[src/rtl/ahb_apb_pkg.sv]
// ============================================================================
// Module      : ahb_apb_pkg
// Description : Types and constants shared by the AHB-Lite to APB bridge.
//               Provides the AHB HTRANS encodings, the bridge state enum,
//               the APB slave count and a slave-select one-hot helper.
// Ports       : none (package)
// Revision    : 1.0 - initial release
// ============================================================================
`default_nettype none

package ahb_apb_pkg;

  localparam int NUM_APB_SLV = 4;

  localparam logic [1:0] HTRANS_IDLE   = 2'd0;
  localparam logic [1:0] HTRANS_BUSY   = 2'd1;
  localparam logic [1:0] HTRANS_NONSEQ = 2'd2;
  localparam logic [1:0] HTRANS_SEQ    = 2'd3;

  typedef enum logic [2:0] {
    ST_IDLE   = 3'd0,
    ST_WDATA  = 3'd1,
    ST_SETUP  = 3'd2,
    ST_ACCESS = 3'd3,
    ST_ERR1   = 3'd4,
    ST_ERR2   = 3'd5
  } bridge_state_t;

  // One-hot PSEL pattern for a 2-bit slave index.
  function automatic logic [NUM_APB_SLV-1:0] slv_onehot(input logic [1:0] idx);
    slv_onehot = NUM_APB_SLV'(1) << idx;
  endfunction

endpackage

`default_nettype wire

[src/rtl/apb_slave_mux.sv]
// ============================================================================
// Module      : apb_slave_mux
// Description : Selects the read data, ready and error returns of the APB
//               slave addressed by the registered slave index.
// Ports       : idx         - slave index of the current transfer
//               prdata0..3  - read data from slaves 0..3
//               pready      - ready, bit n from slave n
//               pslverr     - error, bit n from slave n
//               prdata_sel  - read data of the selected slave
//               pready_sel  - ready of the selected slave
//               pslverr_sel - error of the selected slave
// Revision    : 1.0 - initial release
// ============================================================================
`default_nettype none

module apb_slave_mux
  import ahb_apb_pkg::*;
(
  input  logic [1:0]             idx,
  input  logic [31:0]            prdata0,
  input  logic [31:0]            prdata1,
  input  logic [31:0]            prdata2,
  input  logic [31:0]            prdata3,
  input  logic [NUM_APB_SLV-1:0] pready,
  input  logic [NUM_APB_SLV-1:0] pslverr,
  output logic [31:0]            prdata_sel,
  output logic                   pready_sel,
  output logic                   pslverr_sel
);

  always_comb begin
    prdata_sel = prdata0;
    case (idx)
      2'd1:    prdata_sel = prdata1;
      2'd2:    prdata_sel = prdata2;
      2'd3:    prdata_sel = prdata3;
      default: prdata_sel = prdata0;
    endcase
  end

  assign pready_sel  = pready[idx];
  assign pslverr_sel = pslverr[idx];

endmodule

`default_nettype wire

[src/rtl/ahb2apb_bridge.sv]
// ============================================================================
// Module      : ahb2apb_bridge
// Description : AHB-Lite slave to APB master bridge for four APB slaves.
//               One transfer at a time; the slave is chosen by the 2-bit
//               HADDR field starting at SEL_LSB. Writes spend one extra
//               cycle capturing HWDATA before the APB setup phase.
//               Build option APB_WAIT_ERR_EN: honour PREADY wait states and
//               turn PSLVERR into a two-cycle AHB ERROR response. Without it
//               the APB access phase is always one cycle and HRESP stays 0.
// Ports       : HCLK, HRESET (async, active high)
//               AHB-Lite slave : HSEL, HADDR, HTRANS, HWRITE, HSIZE (unused),
//                                HREADY, HWDATA, HREADYOUT, HRDATA, HRESP
//               APB master     : PADDR, PWRITE, PWDATA, PENABLE, PSEL[3:0],
//                                PRDATA0..3, PREADY[3:0], PSLVERR[3:0]
// Revision    : 1.0 - initial release
// ============================================================================
`default_nettype none

module ahb2apb_bridge
  import ahb_apb_pkg::*;
#(
  parameter int SEL_LSB = 12
) (
  input  logic                   HCLK,
  input  logic                   HRESET,
  input  logic                   HSEL,
  input  logic [31:0]            HADDR,
  input  logic [1:0]             HTRANS,
  input  logic                   HWRITE,
  input  logic [2:0]             HSIZE,
  input  logic                   HREADY,
  input  logic [31:0]            HWDATA,
  output logic                   HREADYOUT,
  output logic [31:0]            HRDATA,
  output logic                   HRESP,
  output logic [31:0]            PADDR,
  output logic                   PWRITE,
  output logic [31:0]            PWDATA,
  output logic                   PENABLE,
  output logic [NUM_APB_SLV-1:0] PSEL,
  input  logic [31:0]            PRDATA0,
  input  logic [31:0]            PRDATA1,
  input  logic [31:0]            PRDATA2,
  input  logic [31:0]            PRDATA3,
  input  logic [NUM_APB_SLV-1:0] PREADY,
  input  logic [NUM_APB_SLV-1:0] PSLVERR
);

  bridge_state_t state, state_next;

  logic [31:0] addr_q;
  logic        write_q;
  logic [1:0]  idx_q;
  logic [31:0] pwdata_q;
  logic [31:0] hrdata_q;

  logic        trans_active;
  logic        accept;
  logic        complete;
  logic        slv_err;
  logic [31:0] prdata_sel;
  logic        pready_sel;
  logic        pslverr_sel;
  logic        unused_inputs;

  always_comb begin
    trans_active = 1'b0;
    case (HTRANS)
      HTRANS_IDLE, HTRANS_BUSY: trans_active = 1'b0;
      HTRANS_NONSEQ, HTRANS_SEQ: trans_active = 1'b1;
      default:                   trans_active = 1'b0;
    endcase
  end

  // Address phase is only taken while the bridge is idle; any address
  // presented during a data phase is dropped.
  assign accept = HSEL & trans_active & HREADY & (state == ST_IDLE);

  apb_slave_mux u_mux (
    .idx         (idx_q),
    .prdata0     (PRDATA0),
    .prdata1     (PRDATA1),
    .prdata2     (PRDATA2),
    .prdata3     (PRDATA3),
    .pready      (PREADY),
    .pslverr     (PSLVERR),
    .prdata_sel  (prdata_sel),
    .pready_sel  (pready_sel),
    .pslverr_sel (pslverr_sel)
  );

`ifdef APB_WAIT_ERR_EN
  assign complete      = pready_sel;
  assign slv_err       = pslverr_sel;
  assign unused_inputs = ^HSIZE;
`else
  assign complete      = 1'b1;
  assign slv_err       = 1'b0;
  assign unused_inputs = ^{HSIZE, pready_sel, pslverr_sel};
`endif

  always_ff @(posedge HCLK or posedge HRESET) begin
    if (HRESET) begin
      state <= ST_IDLE;
    end else begin
      state <= state_next;
    end
  end

  always_comb begin
    state_next = state;
    HREADYOUT  = 1'b1;
    HRESP      = 1'b0;
    PSEL       = '0;
    PENABLE    = 1'b0;
    case (state)
      ST_IDLE: begin
        if (accept) begin
          state_next = HWRITE ? ST_WDATA : ST_SETUP;
        end
      end
      ST_WDATA: begin
        HREADYOUT  = 1'b0;
        state_next = ST_SETUP;
      end
      ST_SETUP: begin
        HREADYOUT  = 1'b0;
        PSEL       = slv_onehot(idx_q);
        state_next = ST_ACCESS;
      end
      ST_ACCESS: begin
        HREADYOUT = 1'b0;
        PSEL      = slv_onehot(idx_q);
        PENABLE   = 1'b1;
        if (complete) begin
          state_next = slv_err ? ST_ERR1 : ST_IDLE;
        end
      end
      // AHB ERROR needs HRESP high for two cycles, the first with
      // HREADYOUT low so the master can cancel its next address phase.
      ST_ERR1: begin
        HREADYOUT  = 1'b0;
        HRESP      = 1'b1;
        state_next = ST_ERR2;
      end
      ST_ERR2: begin
        HRESP      = 1'b1;
        state_next = ST_IDLE;
      end
      default: state_next = ST_IDLE;
    endcase
  end

  always_ff @(posedge HCLK or posedge HRESET) begin
    if (HRESET) begin
      addr_q   <= '0;
      write_q  <= 1'b0;
      idx_q    <= '0;
      pwdata_q <= '0;
      hrdata_q <= '0;
    end else begin
      if (accept) begin
        addr_q  <= HADDR;
        write_q <= HWRITE;
        idx_q   <= HADDR[SEL_LSB+1:SEL_LSB];
      end
      // HWDATA is valid in the cycle after the write address phase.
      if (state == ST_WDATA) begin
        pwdata_q <= HWDATA;
      end
      if ((state == ST_ACCESS) && complete && !write_q && !slv_err) begin
        hrdata_q <= prdata_sel;
      end
    end
  end

  assign PADDR  = addr_q;
  assign PWRITE = write_q;
  assign PWDATA = pwdata_q;
  assign HRDATA = hrdata_q;

endmodule

`default_nettype wire
[config.mk]
export PLATFORM = sky130hd
export DESIGN_NAME = ahb2apb_bridge
export DESIGN_NICKNAME = d
export VERILOG_FILES = /design/src/rtl/ahb_apb_pkg.sv /design/src/rtl/apb_slave_mux.sv /design/src/rtl/ahb2apb_bridge.sv
export SDC_FILE = /design/constraint.sdc
export NUM_CORES = 1
export LEC_CHECK = 0
export ABC_AREA = 0
export CELL_PAD_IN_SITES_DETAIL_PLACEMENT = 0
export CELL_PAD_IN_SITES_GLOBAL_PLACEMENT = 1
export CORE_ASPECT_RATIO = 0.75
export CORE_MARGIN = 2
export CORE_UTILIZATION = 28
export DETAILED_ROUTE_END_ITERATION = 6
export GPL_TIMING_DRIVEN = 0
export PLACE_DENSITY = 0.79
export SYNTH_ARGS = -nofsm -noshare
export SYNTH_HDL_FRONTEND = slang
export SYNTH_HIERARCHICAL = 1
export SYNTH_SLANG_ARGS = --single-unit
export TNS_END_PERCENT = 5
[constraint.sdc]
create_clock -name HCLK -period 3.8 [get_ports HCLK]
set_clock_uncertainty 0.05 [all_clocks]
set_input_delay 0.76 -clock HCLK [delete_from_list [all_inputs] [get_ports HCLK]]
set_output_delay 0.76 -clock HCLK [all_outputs]
set_load 0.05 [all_outputs]
Word-level counts from Yosys, hierarchy flattened --
Index checks and enable logic that the tools add are counted.
Word-level totals: bits in registers 102, output and inout port bits 104, logic and storage cells 40
Operators by class: equal/unequal tests 12, shifts and indexed selects 1, muxes and demuxes 9, bitwise logic cells 3, reductions and logical operators 9
Operators with widths (number):
- one-hot mux 32 bit (3 select lines) | 1
- one-hot mux 3 bit (4 select lines) | 1
- equality test 2 bit, second input constant | 4
- OR reduction 2 bit | 4
- equality test 3 x 2 -> 1 bit, second input constant | 2
- equality test 3 bit, second input constant | 2
- equality test 2 x 1 -> 1 bit, second input constant | 2
- two-way mux 4 bit | 1
- OR reduction 4 bit | 1
- << shifter 1 x 2 -> 4 bit, first input constant | 1
- AND 1 bit | 3
- equality test 3 x 1 -> 1 bit, second input constant | 1
- zero test 3 bit | 1
- two-way mux 1 bit | 3
- two-way mux 3 bit | 1
- zero test 2 bit | 1
- two-way mux 2 bit | 1
- != test 2 bit, second input constant | 1
- one-hot mux 1 bit (2 select lines) | 1
- logical AND 1 bit | 1
- zero test 1 bit | 1

Logic depth before layout (Yosys ltp) --
depth after elaboration 8, mapped depth 6, mapped depth without buffers 3

Cells and area by module --
Netlist, hierarchy kept.
By module, submodules not included:
- ahb2apb_bridge | times used 1, cells each 231, area an instance 3985.1 um^2, seq. area each 2502.4 um^2
- apb_slave_mux | times used 1, cells each 42, area an instance 870.8 um^2, seq. area each 0.0 um^2

Least setup slack after synthesis --
OpenSTA, ideal clock, no wires.
path kind flip-flop to output port, start reg state[2], end out PSEL[0], arrival time 1.890 ns, data required time 2.990 ns, setup slack 1.100 ns, stages on the path, launching flop included 4, buffers on the path 1, path through dfrtp_1 > buf_4 > nor2b_1 > nor3b_1
On the way: cells in the longest elaborated chain, start to end 3, elaborated cells between the ends (all ways) 4, those cells by class eq/ne: 2; mux: 1; reduce/logical: 1
Ends and longest elaborated chain:
- start: declaration | RTL line ahb2apb_bridge.sv:49 | bridge_state_t state, state_next;
- start signal: assignment | RTL line ahb2apb_bridge.sv:106 | state <= state_next;
- equality test 3 x 2 -> 1 bit | RTL line ahb2apb_bridge.sv:116 | case (state)
- OR reduction 2 bit (no line) *
- two-way mux 4 bit *
- end: declaration | RTL line ahb2apb_bridge.sv:40 | output logic [NUM_APB_SLV-1:0] PSEL,
Mark *: on every way between the ends. The rest lies on a longest branch, timed or not.

Final worst setup path --
Same ends and word-level chain as after synthesis.

==> results_dict.tcl <==
set metrics [dict create \
    drt-initial-drc-count 142 \
    setup_viol 0 \
    rsz0062_at_grt "no" \
    hpwl_microns 11500 \
    hold_violations 0 \
    cts_root_buf "clkbuf_16" \
    antenna_found_initial 1 \
    p_leak_nw 3.48 \
    wl_per_cell_microns 17.9 \
    dp_cells 788 \
    grt_use_total 0.162 \
    grt_pass1_wl_microns 22800 \
    critPathKind "flip-flop to output pin" \
    io_buffer_count 301 \
    netlist_area_sq_um 4800 \
    slew_viol_final 0 \
    cts_hold_buf 0 \
    numCtsBuffers 9 \
    finalInstanceArea_sq_um 8440 \
    crit_fanout 9 \
    area_growth_syn_to_layout_pct 75.6 \
    clock-sinks 100 \
    fmax_mhz 321 \
    route.detailed.drc 0 \
    num_rows 41 \
    placed_cell_area_sq_um 8120 \
    nets 794 \
    chipWidth_microns 155 \
    clk_pin_slew_worst_paths_ps 80 \
    netlist_instances 271 \
    p_per_area_nw_per_um2 938 \
    cp.arrival_ps 2300 \
    layout-drive-gt1-share 0.282 \
    finalPower_w 0.00792 \
    critPathRequiredTime_ps 2990 \
    finalHoldWorstSlack_ps 455 \
    synth.net_count 481 \
    fin_cells 805 \
    syn_area_per_cell_sq_um 17.7 \
    routed-wl-met2_microns 7180 \
    grt_pass1_vias 4095 \
    grt_max_degree 61 \
    status "finished, final reports clean" \
    post-route-min-period_ps 3110 \
    post-cts-setup-buffers 0 \
    top_layer "met4" \
    wl_microns 14400 \
    cap_violations 0 \
    routabilityCongestion 0.796 \
    critPathLaunchType "flip-flop" \
    setup_tns_ps 0 \
    via_count 3633 \
    endpoint_kind "output pin" \
    core_sq_um 16800 \
    h-tree-depth 3 \
    ios 314 \
    grt_overflow 0 \
    relSlewSlack 0.633 \
    met3_length_microns 1160 \
    viasPerCell 4.51 \
    hp-class "flip-flop to flip-flop" \
    initial_utilization 0.285 \
    nFillCells 1424 \
    worstPathCellList "buf_4 > nor2b_1 > nor3b_1 > clkdlybuf4s50_1" \
    yosys_warnings 6 \
    wl_met1_microns 5790 \
    crit_slowest_cell "clkdlybuf4s50_1" \
    antenna_left 0 \
    ctsResizeCount 0 \
    drtPass1Iterations 4 \
    cts_tree "yes" \
    dieArea_sq_um 18200 \
    slowest_delay_ps 850 \
    ir_drop_uv 599 \
    insertion_delay_ps 350 \
    tightest_slew_ps 549 \
    fin_crit_sh 0.820 \
    ctsLongestPathBuffers 2 \
    die_h_microns 117 \
]
worst paths after layout:
path                            start          to  slack, ps  cells past startpoint
setup / recovery             state[2]     PSEL[0]        690                      4
hold / removal             HRDATA[11]  HRDATA[11]        450                      1
setup reg to reg             state[2]  HRDATA[28]       1760                      6
hold reg to reg            HRDATA[11]  HRDATA[11]        450                      1
max in group asynchronous      HRESET  HRDATA[28]       2250                      3
min in group asynchronous      HRESET   PADDR[29]        760                      2
registers in the layout, summed over array words and instances (netlist names):
register	cells
HRDATA	32
PADDR	32
PWRITE	1
state	3
PWDATA	32
cells in the final DEF (no fill, tap or decap), types with 2 or more instances in the layout:
master / instances
clkdlybuf4s50_1: 301
dfrtp_1: 100
mux2_2: 66
mux2_4: 30
mux4_2: 30
clkbuf_16: 9
buf_2: 6
buf_12: 6
buf_4: 4
buf_6: 3
nor2_1: 3
nor2b_1: 2
and3b_1: 2
a211oi_1: 2
and2_1: 2
inv_8: 2
mux4_1: 2
routing by layer:
layer,vias to the layer above,global-route usage
met5,-,0
met4,0,0.0528
met3,21,0.0580
met2,143,0.278
met1,1817,0.190
li1,1652,-
critical path: cells and delay by family, from the launching register on:
kind	cells	cell delay, ps
flops	1	360
simple gates	2	580
buf+inv	2	1010
area by class of cell:
cell class                 instances  area (sq um)  share of cell area
buffer                            21           223              0.0264
clock inverter                     7          93.8              0.0111
sequential                       100          2500               0.297
tap                              215           269              0.0319
antenna                            1          2.50            0.000297
multi-input combinational        149          2070               0.246
clock buffer                       9           225              0.0267
inverter                           1          6.26            0.000742
timing repair buffer             302          3040               0.360
stage by stage:
step	util	worst slack, ps
detailed placement	0.482	1050
global route	0.501	583
finish	0.501	686
global placement	0.481	-1220
floorplan	-	371
CTS	0.501	643
power by group:
part           switching, W  leakage (nW)  total, W  internal [W]
sequential         0.000306          1.19   0.00191       0.00161
combinational       0.00287          2.13   0.00503       0.00215
clock              0.000446         0.153  0.000975      0.000529
total               0.00363          3.48   0.00792       0.00429
(Power assumes the default switching activity.)
